$ cat src/rtl/eth_pkg.sv
// Shared Ethernet framing constants, FSM state encoding and the byte-wide CRC-32 step.
package eth_pkg;

  localparam logic [7:0]  PREAMBLE_BYTE = 8'h55;
  localparam logic [7:0]  SFD_BYTE      = 8'hD5;
  localparam logic [31:0] CRC_POLY      = 32'h04C11DB7;
  localparam logic [31:0] CRC_INIT      = 32'hFFFF_FFFF;

  typedef enum logic [2:0] {
    ST_IDLE,
    ST_PRE,
    ST_SFD,
    ST_DATA,
    ST_PAD,
    ST_FCS,
    ST_DRAIN,
    ST_IFG
  } state_t;

  function automatic logic [31:0] reflect32(input logic [31:0] v);
    logic [31:0] r;
    r = '0;
    for (int unsigned i = 0; i < 32; i++) r[i] = v[31-i];
    return r;
  endfunction

  localparam logic [31:0] CRC_POLY_REFL = reflect32(CRC_POLY);

  // Reflected (LSB-first) CRC-32 update over one byte.
  function automatic logic [31:0] crc32_byte(input logic [31:0] crc, input logic [7:0] data);
    logic [31:0] c;
    c = crc ^ {24'h0, data};
    for (int unsigned i = 0; i < 8; i++) begin
      c = c[0] ? ((c >> 1) ^ CRC_POLY_REFL) : (c >> 1);
    end
    return c;
  endfunction

endpackage

$ cat src/rtl/gmii_tx_framer_if.sv
// Payload byte stream (valid/ready handshake with end-of-frame marker).
interface gmii_tx_framer_if;
  logic [7:0] s_data;
  logic       s_valid;
  logic       s_last;
  logic       s_ready;

  modport master (output s_data, output s_valid, output s_last, input  s_ready);
  modport slave  (input  s_data, input  s_valid, input  s_last, output s_ready);
endinterface

$ cat src/rtl/eth_crc32.sv
// Byte-wide CRC-32 register: init has priority over en; crc is the raw register.
module eth_crc32
  import eth_pkg::*;
(
  input  logic        clk,
  input  logic        rst_n,
  input  logic        init,
  input  logic        en,
  input  logic [7:0]  data,
  output logic [31:0] crc
);

  logic [31:0] crc_q, crc_d;

  always_comb begin
    crc_d = crc_q;
    if (init) begin
      crc_d = CRC_INIT;
    end else if (en) begin
      crc_d = crc32_byte(crc_q, data);
    end
  end

  always_ff @(posedge clk or negedge rst_n) begin
    if (!rst_n) crc_q <= CRC_INIT;
    else        crc_q <= crc_d;
  end

  assign crc = crc_q;

endmodule

$ cat src/rtl/gmii_tx_framer.sv
// GMII TX framer: preamble/SFD insertion, min-length padding, CRC-32 FCS append,
// underrun abort with drain, and inter-frame gap enforcement.
module gmii_tx_framer
  import eth_pkg::*;
#(
  parameter int unsigned PREAMBLE_LEN = 7,
  parameter int unsigned MIN_FRAME    = 60,
  parameter int unsigned IFG_BYTES    = 12
) (
  input  logic             gmii_tx_clk,
  input  logic             reset_n,
  gmii_tx_framer_if.slave  s,
  output logic [7:0]       gmii_txd,
  output logic             gmii_tx_en,
  output logic             gmii_tx_er,
  output logic             frame_sent,
  output logic             underrun
);

  localparam int unsigned   IFG_W       = $clog2(IFG_BYTES + 2);
  localparam logic [10:0]   PRE_LAST    = 11'(PREAMBLE_LEN - 1);
  localparam logic [10:0]   MIN_CNT     = 11'(MIN_FRAME);
  localparam logic [IFG_W-1:0] IFG_LOAD    = IFG_W'(IFG_BYTES);
  localparam logic [IFG_W-1:0] IFG_LOAD_ER = IFG_W'(IFG_BYTES + 1);
  localparam logic [IFG_W-1:0] IFG_ONE     = IFG_W'(1);

  state_t           state_q, state_d;
  logic [10:0]      byte_cnt_q, byte_cnt_d;
  logic [IFG_W-1:0] ifg_cnt_q, ifg_cnt_d;
  logic [2:0]       fcs_idx_q, fcs_idx_d;
  logic [7:0]       txd_q, txd_d;
  logic             tx_en_q, tx_en_d;
  logic             tx_er_q, tx_er_d;
  logic             frame_sent_q, frame_sent_d;
  logic             underrun_q, underrun_d;

  logic             crc_init, crc_en;
  logic [7:0]       crc_data;
  logic [31:0]      crc;
  logic [31:0]      fcs_word;
  logic [10:0]      byte_cnt_inc;
  logic             start;

  eth_crc32 u_crc (
    .clk   (gmii_tx_clk),
    .rst_n (reset_n),
    .init  (crc_init),
    .en    (crc_en),
    .data  (crc_data),
    .crc   (crc)
  );

  assign fcs_word     = ~crc;
  assign byte_cnt_inc = (byte_cnt_q == '1) ? byte_cnt_q : byte_cnt_q + 11'd1;
  assign s.s_ready    = (state_q == ST_DATA) || (state_q == ST_DRAIN);

  always_comb begin
    state_d      = state_q;
    byte_cnt_d   = byte_cnt_q;
    ifg_cnt_d    = ifg_cnt_q;
    fcs_idx_d    = fcs_idx_q;
    txd_d        = '0;
    tx_en_d      = 1'b0;
    tx_er_d      = 1'b0;
    frame_sent_d = 1'b0;
    underrun_d   = 1'b0;
    crc_init     = 1'b0;
    crc_en       = 1'b0;
    crc_data     = s.s_data;
    start        = 1'b0;

    unique case (state_q)
      ST_IDLE: start = s.s_valid;
      ST_PRE: begin
        txd_d   = PREAMBLE_BYTE;
        tx_en_d = 1'b1;
        if (byte_cnt_q == PRE_LAST) state_d = ST_SFD;
        else                        byte_cnt_d = byte_cnt_inc;
      end
      ST_SFD: begin
        txd_d      = SFD_BYTE;
        tx_en_d    = 1'b1;
        byte_cnt_d = '0;
        state_d    = ST_DATA;
      end
      ST_DATA: begin
        tx_en_d = 1'b1;
        if (s.s_valid) begin
          txd_d      = s.s_data;
          crc_en     = 1'b1;
          byte_cnt_d = byte_cnt_inc;
          if (s.s_last) begin
            fcs_idx_d = '0;
            state_d   = (byte_cnt_inc < MIN_CNT) ? ST_PAD : ST_FCS;
          end
        end else begin
          tx_er_d    = 1'b1;
          underrun_d = 1'b1;
          // With s_last already asserted there is nothing to drain; the extra
          // IFG count covers the error byte still on the wire.
          if (s.s_last) begin
            ifg_cnt_d = IFG_LOAD_ER;
            state_d   = ST_IFG;
          end else begin
            state_d   = ST_DRAIN;
          end
        end
      end
      ST_PAD: begin
        tx_en_d    = 1'b1;
        crc_en     = 1'b1;
        crc_data   = '0;
        byte_cnt_d = byte_cnt_inc;
        if (byte_cnt_inc >= MIN_CNT) begin
          fcs_idx_d = '0;
          state_d   = ST_FCS;
        end
      end
      ST_FCS: begin
        if (fcs_idx_q == 3'd4) begin
          frame_sent_d = 1'b1;
          ifg_cnt_d    = IFG_LOAD;
          state_d      = ST_IFG;
        end else begin
          txd_d     = fcs_word[{fcs_idx_q[1:0], 3'b000} +: 8];
          tx_en_d   = 1'b1;
          fcs_idx_d = fcs_idx_q + 3'd1;
        end
      end
      ST_DRAIN: begin
        if (s.s_valid && s.s_last) begin
          ifg_cnt_d = IFG_LOAD;
          state_d   = ST_IFG;
        end
      end
      ST_IFG: begin
        // The edge at which the counter expires may already start a frame.
        if (ifg_cnt_q <= IFG_ONE) begin
          ifg_cnt_d = '0;
          state_d   = ST_IDLE;
          start     = s.s_valid;
        end else begin
          ifg_cnt_d = ifg_cnt_q - IFG_ONE;
        end
      end
      default: state_d = ST_IDLE;
    endcase

    if (start) begin
      state_d    = ST_PRE;
      byte_cnt_d = 11'd1;
      txd_d      = PREAMBLE_BYTE;
      tx_en_d    = 1'b1;
      crc_init   = 1'b1;
    end
  end

  always_ff @(posedge gmii_tx_clk or negedge reset_n) begin
    if (!reset_n) begin
      state_q      <= ST_IDLE;
      byte_cnt_q   <= '0;
      ifg_cnt_q    <= '0;
      fcs_idx_q    <= '0;
      txd_q        <= '0;
      tx_en_q      <= 1'b0;
      tx_er_q      <= 1'b0;
      frame_sent_q <= 1'b0;
      underrun_q   <= 1'b0;
    end else begin
      state_q      <= state_d;
      byte_cnt_q   <= byte_cnt_d;
      ifg_cnt_q    <= ifg_cnt_d;
      fcs_idx_q    <= fcs_idx_d;
      txd_q        <= txd_d;
      tx_en_q      <= tx_en_d;
      tx_er_q      <= tx_er_d;
      frame_sent_q <= frame_sent_d;
      underrun_q   <= underrun_d;
    end
  end

  assign gmii_txd   = txd_q;
  assign gmii_tx_en = tx_en_q;
  assign gmii_tx_er = tx_er_q;
  assign frame_sent = frame_sent_q;
  assign underrun   = underrun_q;

endmodule

$ cat src/flat_wrapper.sv
// flat-port wrapper written by rule: the top's interface ports become plain ports
module gmii_tx_framer_flat import eth_pkg::*;
#(
  parameter int unsigned PREAMBLE_LEN = 7,
  parameter int unsigned MIN_FRAME    = 60,
  parameter int unsigned IFG_BYTES    = 12
)
  (gmii_tx_clk, reset_n, gmii_txd, gmii_tx_en, gmii_tx_er, frame_sent, underrun, s_s_data, s_s_valid, s_s_last, s_s_ready);
  gmii_tx_framer_if s_i ();
  input  logic gmii_tx_clk;
  input  logic reset_n;
  output logic [7:0] gmii_txd;
  output logic gmii_tx_en;
  output logic gmii_tx_er;
  output logic frame_sent;
  output logic underrun;
  input wire logic [$bits(s_i.s_data)-1:0] s_s_data;
  input wire logic [$bits(s_i.s_valid)-1:0] s_s_valid;
  input wire logic [$bits(s_i.s_last)-1:0] s_s_last;
  output wire logic [$bits(s_i.s_ready)-1:0] s_s_ready;
  assign s_i.s_data = s_s_data;
  assign s_i.s_valid = s_s_valid;
  assign s_i.s_last = s_s_last;
  assign s_s_ready = s_i.s_ready;
  gmii_tx_framer #(.PREAMBLE_LEN(PREAMBLE_LEN), .MIN_FRAME(MIN_FRAME), .IFG_BYTES(IFG_BYTES)) u_core (.gmii_tx_clk(gmii_tx_clk), .reset_n(reset_n), .s(s_i), .gmii_txd(gmii_txd), .gmii_tx_en(gmii_tx_en), .gmii_tx_er(gmii_tx_er), .frame_sent(frame_sent), .underrun(underrun));
endmodule
$ cat config.mk
export PLATFORM = sky130hd
export DESIGN_NAME = gmii_tx_framer_flat
export DESIGN_NICKNAME = d
export VERILOG_FILES = /design/src/rtl/eth_pkg.sv /design/src/rtl/gmii_tx_framer_if.sv /design/src/rtl/eth_crc32.sv /design/src/rtl/gmii_tx_framer.sv /design/src/flat_wrapper.sv
export SDC_FILE = /design/constraint.sdc
export NUM_CORES = 1
export LEC_CHECK = 0
export ABC_AREA = 0
export CORE_UTILIZATION = 59
export CTS_CLUSTER_DIAMETER = 100
export DETAILED_ROUTE_END_ITERATION = 16
export GPL_ROUTABILITY_DRIVEN = 0
export GPL_TIMING_DRIVEN = 0
export HOLD_SLACK_MARGIN = 0.05
export PLACE_DENSITY = 0.88
export SYNTH_ARGS = -nofsm -noshare
export SYNTH_HDL_FRONTEND = slang
export SYNTH_SLANG_ARGS = --single-unit
$ cat constraint.sdc
create_clock -name gmii_tx_clk -period 3 [get_ports gmii_tx_clk]
set_input_delay 0.3 -clock gmii_tx_clk [delete_from_list [all_inputs] [get_ports gmii_tx_clk]]
set_output_delay 0.3 -clock gmii_tx_clk [all_outputs]
set_load 0.01 [all_outputs]
# Yosys cells after proc, flatten, opt, wreduce, memory -nomap -nowiden
# Cells that the tools add are included.
word_totals:
  register_bits: 64
  out_inout_bits: 13
  inputBits: 12
classes:
  eq_ne: 25
  order_cmp: 3
  shifts: 1
  mux: 54
  bitwise_logic: 10
  addsub: 3
  n_reduce_logical: 13
op_table:
  columns: ["cell", "count"]
  rows:
  - ["$mux W32", 10]
  - ["$not A13 Y14", 8]
  - ["$mux W11", 4]
  - ["$pmux W11 S4", 1]
  - ["$mux W3", 12]
  - ["$mux W8", 4]
  - ["$not A32 Y32", 1]
  - ["$pmux W8 S4", 1]
  - ["$shiftx A32 B6 Y8", 1]
  - ["$xor A32 B8 Y32", 1]
  - ["$pmux W3 S7", 1]
  - ["$mux W4", 5]
  - ["$pmux W4 S4", 1]
  - ["$eq A3 B3 Y1 const B", 5]
  - ["$ne A3 B1 Y1 const B", 4]
  - ["$add A11 B1 Y11 const B", 1]
  - ["$eq A11 B11 Y1 const B", 1]
  - ["$eq A11 B3 Y1 const B", 1]
  - ["$ge A11 B6 Y1 const B", 1]
  - ["$lt A11 B6 Y1 const B", 1]
  - ["$mux W1", 11]
  - ["$ne A2 B2 Y1 const B", 5]
  - ["$reduce_and A5 Y1", 2]
  - ["$ne A3 B2 Y1 const B", 3]
  - ["20 further kinds", 24]

# Logic depth before layout (Yosys ltp)
# Gate-level depths: netlist of the first run.
depth:
  ltp_word: 21
  mapped_depth: 9

# Hierarchy
# From an unflattened synthesis of the first run, not the netlist that was laid out.
hier_totals:
  cells_unflattened: 470
  hier_area_um2: 4570.6
by_module_without_submodules:
  columns: ["module", "cells_each", "seq_area_each_um2", "area_per_inst_um2", "n_inst"]
  rows:
  - ["gmii_tx_framer", 278, 800.8, 2492.4, 1]
  - ["eth_crc32", 192, 840.8, 2078.2, 1]

# Worst setup path after synthesis of the first run
# OpenSTA, ideal clock, no wires.
synth_timing:
  path_kind: "flip-flop to flip-flop"
  start: "reg u_core.byte_cnt_q[0]"
  end: "reg u_core.fcs_idx_q[0]"
  required_time_ps: 2934
  arrival_ps: 2228
  path_slack_ps: 707
  setup_ps: 66
  path_stages_with_launch: 9
  path_buffers: 1
  period_less_slack_ps: 2293
  path_cell_list: "dfrtp_1 ha_1 and3_1 buf_6 and3_4 or3_1 a221o_1 o32ai_2 mux2_2"
synth_between:
  elab_chain_cells: 5
synth_rtl:
  columns: ["element", "line", "rtl"]
  rows:
  - ["start, declared", "gmii_tx_framer.sv:28", "logic [10:0] byte_cnt_q, byte_cnt_d;"]
  - ["start signal, assigned", "gmii_tx_framer.sv:171", "byte_cnt_q <= byte_cnt_d;"]
  - ["$add A11 B1 Y11 / $eq A11 B11 Y1 (equally long branches)", "gmii_tx_framer.sv:54", "assign byte_cnt_inc = (byte_cnt_q == '1) ? byte_cnt_q : byte_cnt_q + 11'd1;"]
  - ["$mux W11 (*)", "gmii_tx_framer.sv:54", null]
  - ["$ge A11 B6 Y1 (*)", "gmii_tx_framer.sv:114", "if (byte_cnt_inc >= MIN_CNT) begin"]
  - ["$ne A2 B1 Y1 (no line) (*)", null, null]
  - ["$reduce_and A5 Y1 (no line) (*)", null, null]
  - ["end signal, assigned", "gmii_tx_framer.sv:173", "fcs_idx_q <= fcs_idx_d;"]
  - ["end, declared", "gmii_tx_framer.sv:30", "logic [2:0] fcs_idx_q, fcs_idx_d;"]
# Mark *: on every way between the ends. The rest lies on a longest branch, timed or not.
# A chain may end at the register's enable or synchronous reset.

# Worst setup path in the final report of the first run
layout_timing:
  start: "reg u_core.state_q[0]"
  end: "reg u_core.u_crc.crc_q[6], in the netlist u_core.u_crc.crc[6]"
layout_between:
  elab_chain_cells: 14
layout_rtl:
  columns: ["element", "line", "rtl"]
  rows:
  - ["start, declared", "gmii_tx_framer.sv:27", "state_t state_q, state_d;"]
  - ["start signal, assigned", "gmii_tx_framer.sv:170", "state_q <= state_d;"]
  - ["$eq A3 B3 Y1", "gmii_tx_framer.sv:72", "unique case (state_q)"]
  - ["$mux W8", "gmii_tx_framer.sv:72", null]
  - ["$xor A32 B8 Y32", "eth_pkg.sv:32", "c = crc ^ {24'h0, data};"]
  - ["$mux W32 (5 in a row)", "eth_pkg.sv:34", "c = c[0] ? ((c >> 1) ^ CRC_POLY_REFL) : (c >> 1);"]
  - ["$not A13 Y14 (no line)", null, null]
  - ["$mux W32 (3 in a row)", "eth_pkg.sv:34", null]
  - ["$mux W32", "eth_crc32.sv:19", "end else if (en) begin"]
  - ["$mux W32", "eth_crc32.sv:17", "if (init) begin"]
  - ["end signal, assigned", "eth_crc32.sv:26", "else crc_q <= crc_d;"]
  - ["end, declared", "eth_crc32.sv:13", "logic [31:0] crc_q, crc_d;"]
# Several ways; a longest one is shown, not always the timed one. The select of a mux whose other input is x is not followed.

==> out/results.ini, run 1 <==
[routing]
num_vias=3885
wirelength_mm=11.8
first_pass_iters=5
routedWlPerCell_um=19.8
ant_nets=0
drc=0
viasPerCell=6.49
first_iter_violations=356

[floorplanning]
rows=31
die_x_um=89.3
start_util=0.617
fp.dieH_um=89.3
dieArea_um2=7980
core_area_um2=7290
io_pins=25

[setup_path]
path_cells=buf_2, nor3_1, a31oi_1, nor2_1, clkbuf_1, nor3_1, a21oi_1
worstPathRequired_ns=3.28
rrSetupSlack_ns=0.24
critPathMostFrequentCell=nor3_1
cp-end-kind=register
path_class=reg2reg
cp-start-kind=register
slowest_delay_ns=0.75
r2r_cells=7
cp_data_arrival_time_ns=3.04
worstPathMaxFanout=10
r2r_end=u_core.u_crc.crc[6]$_DFFE_PN1P_
reg2reg_from=u_core.state_q[0]$_DFFE_PN0P_
slowest_stage=nor2_1

[power_and_ir_drop]
total_power_mw=7.51
p_comb_frac=0.662
irDropWorstVdd_mv=0.618
p_int_mw=4.14
power_switching_mw=3.36
clockPowerShare=0.109
power_density_nw_per_um2=1470
switching_share=0.448
seqPwrFrac=0.229
p_leak_nw=2.06

[yosys]
synthFlopType=dfstp_2
syn_area_um2=4500
synth-edff-count=0
ys_async_sr_fraction=1.00
netlist_top_cells_count=47 x a21oi_1, 37 x xnor2_1, 34 x nor2_1
yosysTopAreaCellShare=0.187
yosysTopAreaCell=dfstp_2
syn_nets=476
synth_area_leaders=dfstp_2 19%, dfrtp_1 18%, xnor2_1 7.2%
synth_warnings=0
synth.most_common_cell=a21oi_1
yosys_register_bits=64
synthDistinctLibCells=61
ys_seq_area_frac=0.365
syn_avg_cell_area_um2=9.82
synthCells=458

[timing]
rsz0062_at_grt=no
period_minus_slack_ns=2.76
setup_viol=0
final.setup.tns_ns=0
slew_violations=0
period_share=0.920
hold_viol_final=0
slew_headroom=0.333
hold_slack_ns=0.507
clock.fmax_ghz=0.362
fin_skew_ns=0.00900
tightestPinTransition_ns=0.991

[grt]
grt_start_max_net_pins=38
grt_pass1_vias=3703
antenna_found_initial=0
grt_pass1_wl_mm=18.6
grtUsageTotal=0.320
grt-ovfl-total=0

[clocking]
h-tree-depth=3
cts.sinks=64
tritoncts=done
insertion_delay_ns=0.36
cts_buffers=9
clockBufferDepth=2
clkTransAtPathRegs_ns=0.07
cts-root-buf=clkbuf_8

[final_layout]
fin_nets=513
antenna_cells=0
post-route-util=0.700
drive_above_1_share=0.186
area_growth_pct=13.4
final_cells=599

[place]
hpwl_mm=8.07
numPortBuffers=24
dp_cells=582

[flow_run]
maxCapViolCount=0

[hold_path]
hold_path.class=in2async

[status]
status=completed

## cell usage in the layout (no fill, tap or decap), drive strengths merged, types with 20 or more instances in the layout
cell type and n:
clkdlybuf4s50 23, buf 20, nor2 34, xor2 35, dfstp 32, clkbuf 22
a21oi 47, xnor2 40, nor3 28, dfrtp 32, nand2 32, o21ai 21
## logic make-up after synthesis
group	Yosys count	synth area share
compound gates	112	0.155
xor+xnor	85	0.215
fa+ha+maj	6	0.0167
mux	9	0.0426
flops	64	0.365
buf+inv	38	0.0392
simple gates	144	0.166
## per-stage QoR
stage	cell area, um^2	setup WS (ns)
detailed placement	4880	0.216
finish	5100	0.240
global route	5100	0.0404
global placement	4860	-0.372
CTS	5100	0.340
floorplan	4500	0.707
## sequential cells by signal (all words and copies together), names as in the netlist, 3 cells and up
register           count
u_core.fcs_idx_q       3
u_core.u_crc.crc      32
u_core.gmii_txd        8
u_core.state_q         3
u_core.ifg_cnt_q       4
u_core.byte_cnt_q     11
## critical path: cells and delay by family (launching register included)
family / cells / cell delay, ns
flip-flops: 1 / 0.49
buffers and inverters: 2 / 0.76
AO/OA/AOI/OAI: 2 / 0.29
AND/OR/NAND/NOR: 3 / 1.13
## per-layer routing
layer	global-route usage	vias to the layer above	routed length [um]
met5	0	-	0
met1	0.415	1883	4690
met2	0.488	251	5600
met4	0.176	0	405
li1	-	1700	-
met3	0.0859	51	1140
## how the worst max path moves through the flow
stage	start	to
6_report	u_core.state_q[0]$_DFFE_PN0P_	u_core.u_crc.crc[6]$_DFFE_PN1P_
5_1_grt	u_core.byte_cnt_q[0]$_DFFE_PN0P_	u_core.byte_cnt_q[4]$_DFFE_PN0P_
4_1_cts	u_core.state_q[0]$_DFFE_PN0P_	u_core.u_crc.crc[27]$_DFFE_PN1P_
3_5_place_dp	s_s_valid	u_core.state_q[0]$_DFFE_PN0P_
3_3_place_gp	reset_n	u_core.byte_cnt_q[7]$_DFFE_PN0P_
2_1_floorplan	u_core.byte_cnt_q[0]$_DFFE_PN0P_	u_core.fcs_idx_q[0]$_DFFE_PN0P_
## repair_timing
item                                   CTS  global route
setup endpoints to repair                0             0
endpoints found under the hold margin   19             0
setup buffers                            0             0
resized for setup                        0             0
hold buffers                             1             0
## power by group through the flow
stage	registers [mW]	logic [mW]	clock network, mW
floorplan	1.64	3.76	0
detailed placement	1.71	4.80	0
global placement	1.68	4.60	0
CTS	1.71	4.88	0.810
global route	1.76	5.29	0.860
finish	1.72	4.97	0.816
## area by class of cell
cell class                 instances  area (um^2)
buffer                            29          143
clock buffer                      11          163
clock inverter                     5         52.6
fill                             521         2190
inverter                           9         33.8
multi-input combinational        356         2680
sequential                        64         1640
tap                               99          124
timing repair buffer              26          265
(Power assumes the default switching activity.)
==> run 2: changes to the inputs <==
Settings changed: GPL_ROUTABILITY_DRIVEN 0 to not set, PLACE_DENSITY 0.88 to 0.79.
==> run 2 against run 1 <==
Sequential cell count unchanged. Setup slack improved by 0.091 ns. Count of clock-buffer cells in the layout increased by 2. Critical endpoint is now u_core.byte_cnt_q[8]$_DFFE_PN0P_. Die area unchanged. Critical path type unchanged.
==> out/results.ini, run 2 (same netlist as run 1, synthesis figures left out) <==
[status]
status=completed

[setup_path]
cp_data_arrival_time_ns=2.95
r2r_end=u_core.byte_cnt_q[8]$_DFFE_PN0P_
path_cells=inv_1, ha_1, nor4bb_1, nand4_1, nor2_1, o31ai_1, clkbuf_1, a21oi_1, nor2_1
reg2reg_from=u_core.byte_cnt_q[0]$_DFFE_PN0P_
crit_family=compound AO/OA/AOI/OAI gates
worstPathMaxFanout=10
path_class=reg2reg
worst-path-buf-inv=2
critPathMostFrequentCell=nor2_1
slowest_stage=o31ai_1
worstPathRequired_ns=3.28
path_depth=9
r2r_cells=9
cp-end-kind=register
cp-start-kind=register
slowest_delay_ns=0.81
startpoint=u_core.byte_cnt_q[0]$_DFFE_PN0P_
rrSetupSlack_ns=0.33

[hold_path]
hold_path.class=in2async

[power_and_ir_drop]
power_density_nw_per_um2=1440
p_leak_nw=2.03
irDropWorstVdd_mv=0.706

[grt]
grtUsageTotal=0.316
grt_pass1_wl_mm=18.3
grt_pass1_vias=3523
grt_start_max_net_pins=65
antenna_found_initial=2
grt-ovfl-total=0

[timing]
clock.fmax_ghz=0.375
setup_viol=0
period_share=0.890
slew_headroom=0.321
hold_viol_final=0
slew_violations=0
period_minus_slack_ns=2.67
tightestPinTransition_ns=1.01
worst_slack_ns=0.330
fin_skew_ns=0.00860
rsz0062_at_grt=no

[flow_run]
maxCapViolCount=0

[routing]
viasPerCell=6.23
wirelength_mm=11.2
num_vias=3717
routedWlPerCell_um=18.8
first_pass_iters=5
ant_nets=0
first_iter_violations=358
drc=0

[place]
dp_cells=581
place_ws_ns=0.267
numPortBuffers=24
gp_congestion=0.929
hpwl_mm=7.75

[final_layout]
final_cells=597
final_common_cell=a21oi_1
largest_register_ffs=32
antenna_cells=0
post-route-util=0.692
layout_common_cells=47 x a21oi_1, 37 x xnor2_1, 34 x nor2_1
fin_nets=511
area_growth_pct=12.1
drive_above_1_share=0.183

[clocking]
cts.sinks=64
ctsResizeCount=0
cts-root-buf=clkbuf_8
insertion_delay_ns=0.35
h-tree-depth=3
postCtsHoldBufs=0
tritoncts=done
cts_buffers=9
cts_setup_buffers=0
clkTransAtPathRegs_ns=0.08
clockBufferDepth=2

[floorplanning]
dieArea_um2=7980
io_pins=25
core_area_um2=7290
rows=31
die_x_um=89.3
start_util=0.617
fp.dieH_um=89.3

run 2: final cells by class:
type	count	area [um^2]
Buffer	29	143
Clock inverter	3	15.0
Sequential cell	64	1640
Clock buffer	13	169
Tap cell	99	124
Multi-Input combinational cell	356	2680
Fill cell	570	2250
Inverter	9	33.8
Timing Repair Buffer	24	238
run 2: where the power goes:
| part | total [mW] | internal (mW) | switching (mW) |
|---|---|---|---|
| Clock | 0.718 | 0.364 | 0.354 |
| Sequential | 1.70 | 1.36 | 0.331 |
| Combinational | 4.85 | 2.32 | 2.53 |
| Total | 7.26 | 4.05 | 3.21 |
run 2: layer usage:
metal	share of wire	global-route usage	vias to the layer above
met4	0.024	0.137	4
met1	0.44	0.449	1806
li1	-	-	1691
met3	0.080	0.0739	28
met5	0.0023	0	-
met2	0.45	0.466	188
run 2: worst max path at each step:
stage                                             to  slack [ns]
CTS                 u_core.byte_cnt_q[8]$_DFFE_PN0P_        0.37
global route        u_core.byte_cnt_q[8]$_DFFE_PN0P_        0.08
finish              u_core.byte_cnt_q[8]$_DFFE_PN0P_        0.33
global placement    u_core.byte_cnt_q[9]$_DFFE_PN0P_       -0.48
floorplan            u_core.fcs_idx_q[0]$_DFFE_PN0P_        0.71
detailed placement  u_core.u_crc.crc[19]$_DFFE_PN1P_        0.27
run 2: worst reg2reg max path: cells and delay by family, from the launching register on:
family,cells,cell delay (ns)
AO/OA/AOI/OAI,2,0.95
adder cells (fa/ha/maj),1,0.20
buffers and inverters,2,0.48
flip-flops,1,0.45
AND/OR/NAND/NOR,4,0.51
run 2: metrics by stage:
step                area (um^2)  TNS (ns)  total power [mW]  hold WS [ns]
floorplan                  4500         0              5.40       0.00441
global placement           4860    -15.10              6.32         0.493
detailed placement         4860         0              6.47         0.452
CTS                        5040         0              7.22        0.0716
global route               5040         0              7.77         0.100
finish                     5040         0              7.26        0.0298
==> run 3: changes to the inputs <==
Settings changed: SKIP_CTS_REPAIR_TIMING set to 1.
==> results of run 3 <==
No change in the layout: final DEF, timing and power equal those of run 2.
